## config.mk

```make
export PLATFORM = sky130hd
export DESIGN_NAME = instr_fetch_unit_flat
export DESIGN_NICKNAME = d
export VERILOG_FILES = /design/src/rtl/instr_fetch_unit_pkg.sv /design/src/rtl/instr_fetch_unit_if.sv /design/src/rtl/instr_fetch_unit_fetch_fifo.sv /design/src/rtl/instr_fetch_unit.sv /design/src/flat_wrapper.sv
export SDC_FILE = /design/constraint.sdc
export NUM_CORES = 1
export LEC_CHECK = 0
export CORE_UTILIZATION = 48
export DETAILED_ROUTE_END_ITERATION = 8
export GPL_TIMING_DRIVEN = 0
export PLACE_DENSITY_LB_ADDON = 0.15
export SLEW_MARGIN = 30
export SYNTH_ARGS = -nofsm -noshare
export SYNTH_HDL_FRONTEND = slang
export SYNTH_SLANG_ARGS = --single-unit
```

## constraint.sdc

```tcl
create_clock -name clk -period 17.13 [get_ports clk]
set_clock_uncertainty 0.15 [all_clocks]
set_input_delay 4.2825 -clock clk [delete_from_list [all_inputs] [get_ports clk]]
set_output_delay 4.2825 -clock clk [all_outputs]
set_load 0.1 [all_outputs]
```

## src/rtl/instr_fetch_unit_pkg.sv

```systemverilog
// Shared types and constants for the instruction fetch unit.
package instr_fetch_unit_pkg;

    typedef enum logic {
        RUN  = 1'b0,
        HALT = 1'b1
    } state_e;

    localparam logic [31:0] ECALL_OPCODE = 32'h00000073;
    localparam logic [31:0] NOP_INSTR    = 32'h00000013;
    localparam int unsigned INSTR_BYTES  = 4;

    typedef struct packed {
        logic [63:0] pc;
        logic [31:0] instr;
    } fetch_entry_t;

endpackage

```

## src/rtl/instr_fetch_unit_if.sv

```systemverilog
// Fetch-to-decode handshake: head of the fetch FIFO offered with valid/ready.
interface instr_fetch_unit_if;
    logic        if_valid;
    logic [31:0] if_instr;
    logic [63:0] if_pc;
    logic        id_ready;

    modport master (output if_valid, output if_instr, output if_pc, input id_ready);
    modport slave  (input if_valid, input if_instr, input if_pc, output id_ready);
endinterface

```

## src/rtl/instr_fetch_unit_fetch_fifo.sv

```systemverilog
// Synchronous FIFO of {pc, instr} fetch entries; flush beats push and pop.
module instr_fetch_unit_fetch_fifo
    import instr_fetch_unit_pkg::*;
#(
    parameter int unsigned DEPTH = 2
) (
    input  logic                         clk,
    input  logic                         reset,
    input  logic                         flush,
    input  logic                         push,
    input  logic                         pop,
    input  fetch_entry_t                 wdata,
    output fetch_entry_t                 rdata,
    output logic [$clog2(DEPTH+1)-1:0]   count,
    output logic                         full,
    output logic                         empty
);

    localparam int unsigned PTR_W = $clog2(DEPTH);
    localparam int unsigned CNT_W = $clog2(DEPTH + 1);

    fetch_entry_t            mem_q [DEPTH];
    logic [PTR_W-1:0]        wr_ptr_q, rd_ptr_q;
    logic [CNT_W-1:0]        count_q;
    logic                    do_push, do_pop;

    assign full    = (count_q == CNT_W'(DEPTH));
    assign empty   = (count_q == '0);
    assign do_pop  = pop && !empty;
    assign do_push = push && (!full || do_pop);
    assign rdata   = mem_q[rd_ptr_q];
    assign count   = count_q;

    always_ff @(posedge clk) begin
        if (reset || flush) begin
            wr_ptr_q <= '0;
            rd_ptr_q <= '0;
            count_q  <= '0;
        end else begin
            // Power-of-two depth lets the pointers wrap naturally.
            if (do_push) wr_ptr_q <= wr_ptr_q + 1'b1;
            if (do_pop)  rd_ptr_q <= rd_ptr_q + 1'b1;
            count_q <= count_q + CNT_W'(do_push) - CNT_W'(do_pop);
        end
    end

    always_ff @(posedge clk) begin
        if (!reset && !flush && do_push) mem_q[wr_ptr_q] <= wdata;
    end

endmodule

```

## src/rtl/instr_fetch_unit.sv

```systemverilog
// Instruction fetch unit: PC, imem request, fetch FIFO, redirect and halt control.
// Optional perf counters are enabled with `define INSTR_FETCH_PERF_EN.
module instr_fetch_unit
    import instr_fetch_unit_pkg::*;
#(
    parameter logic [63:0] RESET_PC   = 64'h0,
    parameter int unsigned DEPTH      = 2,
    parameter int unsigned IMEM_BYTES = 32
) (
    input  logic                      clk,
    input  logic                      reset,
    output logic [63:0]               imem_addr,
    input  logic [31:0]               imem_instr,
    input  logic                      redirect_valid,
    input  logic [63:0]               redirect_pc,
    instr_fetch_unit_if.master        id_bus,
    output logic                      halted
`ifdef INSTR_FETCH_PERF_EN
    ,
    output logic [31:0]               perf_fetched,
    output logic [31:0]               perf_stall
`endif
);

    localparam int unsigned CNT_W   = $clog2(DEPTH + 1);
    localparam logic [63:0] PC_LAST = 64'(IMEM_BYTES - INSTR_BYTES);

    state_e           state_q;
    logic [63:0]      pc_q;
    logic             in_range, pop, fetch, is_ecall;
    fetch_entry_t     head, push_entry;
    logic [CNT_W-1:0] fifo_count;
    logic             fifo_full, fifo_empty;
    logic             unused_count;

    assign in_range   = (pc_q <= PC_LAST);
    assign pop        = id_bus.if_valid && id_bus.id_ready;
    assign fetch      = (state_q == RUN) && !redirect_valid && in_range && (!fifo_full || pop);
    assign is_ecall   = (imem_instr == ECALL_OPCODE);
    assign push_entry = '{pc: pc_q, instr: imem_instr};
    assign unused_count = ^fifo_count;

    instr_fetch_unit_fetch_fifo #(
        .DEPTH (DEPTH)
    ) u_fetch_fifo (
        .clk   (clk),
        .reset (reset),
        .flush (redirect_valid),
        .push  (fetch),
        .pop   (pop),
        .wdata (push_entry),
        .rdata (head),
        .count (fifo_count),
        .full  (fifo_full),
        .empty (fifo_empty)
    );

    always_ff @(posedge clk) begin
        if (reset) begin
            pc_q    <= RESET_PC;
            state_q <= RUN;
        end else if (redirect_valid) begin
            pc_q    <= redirect_pc & ~64'h3;
            state_q <= RUN;
        end else if (state_q == RUN) begin
            if (!in_range) begin
                state_q <= HALT;
            end else if (fetch) begin
                // ECALL is delivered but fetch parks on it.
                if (is_ecall) state_q <= HALT;
                else          pc_q    <= pc_q + 64'(INSTR_BYTES);
            end
        end
    end

    assign imem_addr       = pc_q;
    assign halted          = (state_q == HALT);
    assign id_bus.if_valid = !fifo_empty;
    assign id_bus.if_instr = fifo_empty ? 32'h0 : head.instr;
    assign id_bus.if_pc    = fifo_empty ? 64'h0 : head.pc;

`ifdef INSTR_FETCH_PERF_EN
    always_ff @(posedge clk) begin
        if (reset) begin
            perf_fetched <= '0;
            perf_stall   <= '0;
        end else begin
            if (fetch && perf_fetched != 32'hFFFFFFFF) perf_fetched <= perf_fetched + 32'd1;
            if ((state_q == RUN) && fifo_full && !pop && perf_stall != 32'hFFFFFFFF) begin
                perf_stall <= perf_stall + 32'd1;
            end
        end
    end
`endif

endmodule
```

## src/flat_wrapper.sv

```systemverilog
// flat-port wrapper written by rule: the top's interface ports become plain ports
module instr_fetch_unit_flat import instr_fetch_unit_pkg::*;
#(
    parameter logic [63:0] RESET_PC   = 64'h0,
    parameter int unsigned DEPTH      = 2,
    parameter int unsigned IMEM_BYTES = 32
)
  (clk, reset, imem_addr, imem_instr, redirect_valid, redirect_pc, halted, id_bus_if_valid, id_bus_if_instr, id_bus_if_pc, id_bus_id_ready);
  instr_fetch_unit_if id_bus_i ();
  input  logic clk;
  input  logic reset;
  output logic [63:0] imem_addr;
  input  logic [31:0] imem_instr;
  input  logic redirect_valid;
  input  logic [63:0] redirect_pc;
  output logic halted;
  output wire logic [$bits(id_bus_i.if_valid)-1:0] id_bus_if_valid;
  output wire logic [$bits(id_bus_i.if_instr)-1:0] id_bus_if_instr;
  output wire logic [$bits(id_bus_i.if_pc)-1:0] id_bus_if_pc;
  input wire logic [$bits(id_bus_i.id_ready)-1:0] id_bus_id_ready;
  assign id_bus_if_valid = id_bus_i.if_valid;
  assign id_bus_if_instr = id_bus_i.if_instr;
  assign id_bus_if_pc = id_bus_i.if_pc;
  assign id_bus_i.id_ready = id_bus_id_ready;
  instr_fetch_unit #(.RESET_PC(RESET_PC), .DEPTH(DEPTH), .IMEM_BYTES(IMEM_BYTES)) u_core (.clk(clk), .reset(reset), .imem_addr(imem_addr), .imem_instr(imem_instr), .redirect_valid(redirect_valid), .redirect_pc(redirect_pc), .id_bus(id_bus_i), .halted(halted));
endmodule
```

# Yosys cells after proc, flatten, opt, wreduce, memory -nomap -nowiden
# Memories as Yosys holds them, arrays and structs flattened. A register that Yosys moved wholly into a read port is not among the register bits.
# Index checks and enable logic that the tools add are counted.
# totals
reg_bits,69
ramBits,192
input_bits,100
out_inout_bits,162
elab_cells,55
mem_count,1
# op_classes
addsub,5
magnitude_cmp,1
n_eq_ne,4
n_mux,15
n_bitwise,2
reduce_logical,21
# mem_list
memory,words,word_bits,read_ports,rd_clocked_by_memory_dff,wr,line,source
u_core.u_fetch_fifo.mem_q,2,96,1,1,1,instr_fetch_unit_fetch_fifo.sv:22,fetch_entry_t mem_q [DEPTH];
# ops
op,count
two-way mux 64 bit,6
"adder 64 x 3 -> 64 bit, second input constant",1
"<= comparator 64 x 5 -> 1 bit, second input constant",1
"== test 32 x 7 -> 1 bit, second input constant",1
two-way mux 32 bit,1
logical AND 1 bit,8
two-way mux 1 bit,8
AND reduction 4 bit,2
logical NOT 1 bit,4
"!= test 2 bit, second input constant",2
nonzero test 2 bit,2
logical OR 1 bit,3
"adder 1 bit, second input constant",2
adder 2 x 1 -> 2 bit,1
"== test 2 bit, second input constant",1
logical NOT 2 bit,1
NOT 1 bit,2
OR reduction 2 bit,1
subtractor 2 x 1 -> 2 bit,1

# Logic depth before layout (Yosys ltp)
# Gate-level depths: netlist (run 1).
# logic_depth
ltp_word,9
ltp_mapped,12
depth_no_buf,11

# By module
# A second synthesis (run 1) with hierarchy kept.
# hier_totals
cells_unflattened,697
hier_area_um2,10359.9
# by_module_without_submodules
mod,n_inst,cells_per_inst,area_per_inst_um2,seq_area_each_um2
instr_fetch_unit_fetch_fifo,1,329,7179.4,5865.6
instr_fetch_unit,1,368,3180.6,1261.2

# Worst setup path after synthesis (run 1)
# No wires, ideal clock.
# synth_path
path_kind,in2reg
startpoint,in reset
endpoint,mem u_core.u_fetch_fifo.mem_q[0][0] (netlist name) (enable)
setup_ps,777
arrival_time_ps,13741
slack_ps,2462
stages,4
cell_sequence,clkbuf_1 -> or2_2 -> clkbuf_1 -> nor4_1
# synth_between
elab_chain_cells,5
# synth_lines
element,line,source
start: declaration,flat_wrapper.sv:11,input logic reset;
logical NOT 1 bit,instr_fetch_unit_fetch_fifo.sv:48,if (!reset && !flush && do_push) mem_q[wr_ptr_q] <= wdata;
logical AND 1 bit (2 in a row),instr_fetch_unit_fetch_fifo.sv:48,
two-way mux 1 bit,instr_fetch_unit_fetch_fifo.sv:48,
two-way mux 1 bit (implied by the code),instr_fetch_unit_fetch_fifo.sv:48,
end: declaration,instr_fetch_unit_fetch_fifo.sv:22,
# Every way passes these cells.

==> out/qor.txt, run 1 <==
Worst hold slack: 0.357 ns
WP data required: 12.70 ns
Internal cell power: 1.06 mW
Top cell type's share of synthesized area: 57.6%
Die area: 21000 um2
Post-synth cell types: 33
Hold Crit Class: reg -> reg
Post-synth EDFFs: 188
Layout cells sized above 1: 7.81%
Placed insts: 1228
Final non-filler cell total: 1276
Final setup margin: 9.06 ns
Antenna Cells: 0
Switch Pwr: 0.328 mW
WP data arrival: 3.64 ns
Final Hold Viols: 0
Clock share of power: 40.8%
Row cnt: 51
Final nets: 1094
CTS Sinks: 256
Initial antenna violation count: 0
Wirelength, routed: 22.7 mm
Pwr Total: 1.39 mW
Gate power share: 9.9%
Final setup violating endpoints: 0
Seq/Total Area, Yosys: 71.5%
Area leader, netlist: edfxtp_1
Clk root buf: clkbuf_16
Post-synthesis adder-cell area fraction: 0.383%
Compound-Gate Fraction of Synth Area: 0.933%
Met1 usage: 26.8%
Met3 Track Usage GR: 5.53%
Max Fclk: 0.124 GHz
GRT Total Usage: 21.3%
First-pass GRT wire length: 33.6 mm
CTS Hold Bufs: 0
Detail Route Antenna Nets: 0
Post-Synth XOR/XNOR Area: 0.268%
Synth warn: 0
Post-synthesis mux area share: 15.5%
Pwr dens: 102 nW/um2
Max Cap Viol: 0
Peak VDD IR: 0.0000897 V
Worst-path clk slew: 0.06 ns
Slew @ Worst Pin: 1.04 ns
Post-DP HPWL: 16.0 mm
Mapped cell area: 9790 um2
Final period util: 47.1%
Gr busiest metal: met2
Largest net degree at the start of global routing: 40
Die height: 145 um
Number of global-route vias before repair: 6229
Input/output buffers: 254
Critical Path Fanout Max: 10
Vias per cell: 5.05
Post-Synth Simple-Gate Area: 9.27%
Most common cell after layout, fill and taps aside: clkdlybuf4s50_1
DRC Markers: 0
R2R depth: 10
Die X-Extent: 145 um
Routed length per instance: 17.8 um
PostCTS Resize Cnt: 0
Synth Flop Type: edfxtp_1
CTS tree: built
Synth Area per Inst: 14.3 um2
Switch share: 23.6%
IO Count: 262
Design area: 13700 um2
GRT overflow: 0
Critical Setup Path Class: reg -> out
Number of cells produced by synthesis: 685
Worst setup SP type: flip-flop
Post-CTS Setup Bufs: 0
Fraction of registers with async set/reset: 0%
Met2 GRT Util: 36.0%
Final core occ: 69.4%
Vias: 6444
Setup crit end kind: output pin
Core ar.: 19700 um2
CTS Buffer Depth: 3
RSZ-0062 raised after global routing: false
Total negative slack: 0 ns
Clock Latency Late Sink: 0.52 ns
Synth Register Bits: 256
Leak Pwr: 4.78 nW
Max-slew headroom: 30.8%
Pre-CTS setup slack: 9.52 ns
Largest cells by area after synthesis: edfxtp_1, mux2i_1, dfxtp_1
Outcome: finished clean
Max-slew violations: 0
Most frequent cells in the layout: clkdlybuf4s50_1, edfxtp_1, nor2_1, mux2i_1, dfxtp_1
CTS buffer count: 26
Final Critical Period: 8.07 ns
Initial Util: 49.7%
Area after DPL: 12800 um2
DRT iter0 DRCs: 235
Global placer's final weighted congestion: 0.784
Reg power frac: 49.3%
Hold path cells: 2
Largest family of logic cells by synthesized area: multiplexers
Synthesis-to-layout area growth: 39.8%
H-tree Lvls: 1
First-pass iteration count of the detailed router: 4
==> path summary, 6_finish.rpt <==
kind | start | endpoint | slack (ns)
max | flip-flop | id_bus_if_instr[19] | 9.06
min | u_core.u_fetch_fifo.rd_ptr_q | flip-flop | 0.36
max reg2reg | u_core.imem_addr[10] | u_core.u_fetch_fifo.mem_q[0][61] | 13.29
min reg2reg | u_core.u_fetch_fifo.rd_ptr_q | flip-flop | 0.36
==> flip-flops by register name (all words and copies together) (netlist names), named ones only <==
register                      cells
u_core.u_fetch_fifo.wr_ptr_q      1
u_core.halted                     1
u_core.u_fetch_fifo.mem_q       188
u_core.u_fetch_fifo.count         2
u_core.imem_addr                 62
u_core.u_fetch_fifo.rd_ptr_q      1
==> cell families after synthesis <==
family | after synthesis
DFF | 256
and+or+nand+nor | 210
muxes | 152
buffers and inverters | 47
AOI/OAI and AO/OA | 13
adders and majority gates | 3
xor gates and xnor gates | 3
other | 1
==> synth_stat cells (3+ instances only) <==
library cell and n:
o31a_1 3, nor4_1 24, nand4_1 7, inv_1 6
buf_2 6, mux2i_1 152, a21oi_1 4, ha_1 3
buf_4 4, dfxtp_1 68, buf_1 7, clkbuf_1 24
nor2_1 163, edfxtp_1 188
==> layout make-up <==
| cell class | instances | area, um2 |
|---|---|---|
| well taps | 265 | 332 |
| clock buffers | 40 | 785 |
| flip-flops and latches | 256 | 7010 |
| inverters | 6 | 22.5 |
| fillers | 1382 | 6020 |
| clock inverters | 8 | 90.1 |
| repair buffers | 275 | 2670 |
| multi-input cells | 385 | 2610 |
| plain buffers | 41 | 176 |
==> power groups by stage <==
stage	clock network [mW]	registers [mW]	logic, mW
finish	0.568	0.686	0.138
CTS	0.577	0.686	0.139
global route	0.603	0.687	0.144
detailed placement	0	0.699	0.138
global placement	0	0.698	0.137
floorplan	0	0.759	0.0266
==> metal layers <==
| metal | up-vias | part of all wire (%) |
|---|---|---|
| met5 | - | 0 |
| met4 | 0 | 2.5 |
| met3 | 39 | 7.2 |
| met2 | 202 | 49 |
| met1 | 3105 | 41 |
| li1 | 3098 | - |
==> worst max-delay path, stage by stage (launching register included) <==
cell	delay, ns
dfxtp_1	0.30
clkbuf_1	0.19
buf_1	0.54
clkbuf_1	0.62
mux2i_1	0.20
nor2_1	0.13
clkdlybuf4s50_1	1.14
(Power assumes the default switching activity.)
==> run 2, diff against run 1 <==
==> constraint.sdc (replaced) <==
create_clock -name clk -period 8 [get_ports clk]
set_clock_uncertainty 0.15 [all_clocks]
set_input_delay 2 -clock clk [delete_from_list [all_inputs] [get_ports clk]]
set_output_delay 2 -clock clk [all_outputs]
set_load 0.1 [all_outputs]
==> out/qor.txt, run 2 (synthesized netlist as in run 1, its figures left out) <==
Outcome: finished clean
Global placer's final weighted congestion: 0.763 (-2.7%)
CTS Sinks: 256 (unchanged)
GRT overflow: 0 (unchanged)
Clock Latency Late Sink: 0.52 ns (about the same)
CTS tree: built
Synthesis-to-layout area growth: 40.6%
Initial Util: 49.7% (unchanged)
WP data arrival: 3.65 ns (about the same)
Row cnt: 51 (unchanged)
Total negative slack: 0 ns (unchanged)
DRT iter0 DRCs: 252 (+7.2%)
Max Fclk: 0.173 GHz
DRC Markers: 0 (unchanged)
Die X-Extent: 145 um (unchanged)
Critical-path top delay cell: clkdlybuf4s50_1
GRT Total Usage: 21.0% (-0.29 points)
Input/output buffers: 254 (unchanged)
Worst-path clk slew: 0.06 ns (about the same)
Worst hold slack: 0.363 ns (+0.00549 ns)
CP peak stage delay: 1.14 ns (about the same)
Clk root buf: clkbuf_16
Final Hold Viols: 0 (unchanged)
Post-CTS Setup Bufs: 0 (unchanged)
Max reg flops: 188 (unchanged)
Most frequent cell on the critical path: clkbuf_1
Max Cap Viol: 0 (unchanged)
Leak Pwr: 4.78 nW (about the same)
First-pass GRT wire length: 33.1 mm (-1.4%)
Number of global-route vias before repair: 6195 (-0.55%)
Peak VDD IR: 0.000162 V (+81%)
Vias per cell: 5.11 (+1.1%)
Setup crit end kind: output pin
PostCTS Resize Cnt: 0 (unchanged)
Post-DP HPWL: 15.8 mm (-1.0%)
Die area: 21000 um2 (unchanged)
Detail Route Antenna Nets: 0 (unchanged)
Worst setup SP type: flip-flop
# fillers: 1373 (-0.65%)
Top reg by flops: u_core.u_fetch_fifo.mem_q
First-pass iteration count of the detailed router: 5 (+1)
CTS Hold Bufs: 0 (unchanged)
RSZ-0062 raised after global routing: false
CTS buffer count: 26 (unchanged)
Routed length per instance: 17.9 um (+0.95%)
Largest net degree at the start of global routing: 42 (+5.0%)
CTS Buffer Depth: 3 (unchanged)
Final core occ: 69.9% (+0.41 points)
CP cell instances: clkbuf_1 -> buf_1 -> clkbuf_1 -> mux2i_1 -> nor2_1 -> clkdlybuf4s50_1
Critical Setup Path Class: reg -> out
Final nets: 1085 (-0.82%)
H-tree Lvls: 1 (unchanged)
Slew @ Worst Pin: 1.03 ns (-0.00163 ns)
Pre-CTS setup slack: 2.67 ns (-6.85 ns)
WP data required: 5.85 ns (-6.85 ns)
Most frequent cells in the layout: clkdlybuf4s50_1, edfxtp_1, nor2_1, mux2i_1, dfxtp_1
Layout cells sized above 1: 7.58% (-0.23 points)
Vias: 6469 (+0.39%)
Max-slew violations: 0 (unchanged)
Final period util: 72.5%
Most common cell after layout, fill and taps aside: clkdlybuf4s50_1
Die height: 145 um (unchanged)
Final setup margin: 2.20 ns (-6.85 ns)
Hold Crit Class: reg -> reg
Critical path's top delay family: buffers and inverters
Initial antenna violation count: 0 (unchanged)
Critical Path Fanout Max: 10 (unchanged)
IO Count: 262 (unchanged)
Max-slew headroom: 30.9% (+0.11 points)
Core ar.: 19700 um2 (unchanged)
Final setup violating endpoints: 0 (unchanged)
Pwr dens: 224 nW/um2 (+120%)
WP buf/inv: 4 (unchanged)
Final Critical Period: 5.80 ns
Wirelength, routed: 22.7 mm (+0.24%)
Antenna Cells: 0 (unchanged)
run 2: changes by cell type in the layout (fill, tap and decap cells not counted):
cell        change
clkinv_1        -2
clkinvlp_4      +1
nor4_2          -1
clkbuf_8        +3
bufinv_16       +1
buf_2          -12
buf_6           +2
nor4_4          +1
clkinv_2        -1
buf_4           +1
clkbuf_1        -4
clkbuf_16       +2
run 2: report_power, final:
| part | internal, mW | switching, mW |
|---|---|---|
| Clock | 0.834 | 0.488 |
| Combinational | 0.0973 | 0.198 |
| Sequential | 1.44 | 0.0269 |
| Total | 2.37 | 0.713 |
run 2: final cells by class:
cell class	count	area, um2	share of cell area [%]
multi-input cells	385	2620	19.0
inverters	6	22.5	0.164
clock inverters	7	115	0.836
flip-flops and latches	256	7010	50.9
clock buffers	41	861	6.25
repair buffers	266	2640	19.2
plain buffers	41	176	1.28
well taps	265	332	2.41
run 2: path summary, 6_finish.rpt:
check	start	cells past startpoint	endpoint	slack [ns]
worst min-delay path	u_core.imem_addr[39]	0	u_core.u_fetch_fifo.mem_q[1][71]	0.36
worst max register to register	u_core.imem_addr[5]	9	u_core.u_fetch_fifo.mem_q[0][67]	4.36
worst max-delay path	flip-flop	6	id_bus_if_instr[11]	2.20
worst min register to register	u_core.imem_addr[39]	0	u_core.u_fetch_fifo.mem_q[1][71]	0.36
run 2: routing by layer:
metal  vias to the layer above  part of all wire [%]  global-route usage (%)
met5                         -                     0                       0
met4                         0                   2.3                    6.93
met3                        41                   6.7                    4.48
met2                       223                    50                    36.8
met1                      3111                    41                    25.7
li1                       3094                     -                       -
run 2: worst reg2reg max path, delay by kind of cell (launching register included):
| kind | cells | cell delay, ns |
|---|---|---|
| flops | 1 | 0.35 |
| buf+inv | 5 | 1.09 |
| simple gates | 4 | 1.75 |
run 2: metrics by stage:
stage          instances  power, mW  area [um2]
2_1_floorplan        688       1.68        9820
3_3_place_gp        1207       1.79       12700
3_5_place_dp        1219       1.79       12800
4_1_cts             1267       3.11       13800
5_1_grt             1267       3.17       13800
6_report            1267       3.09       13800
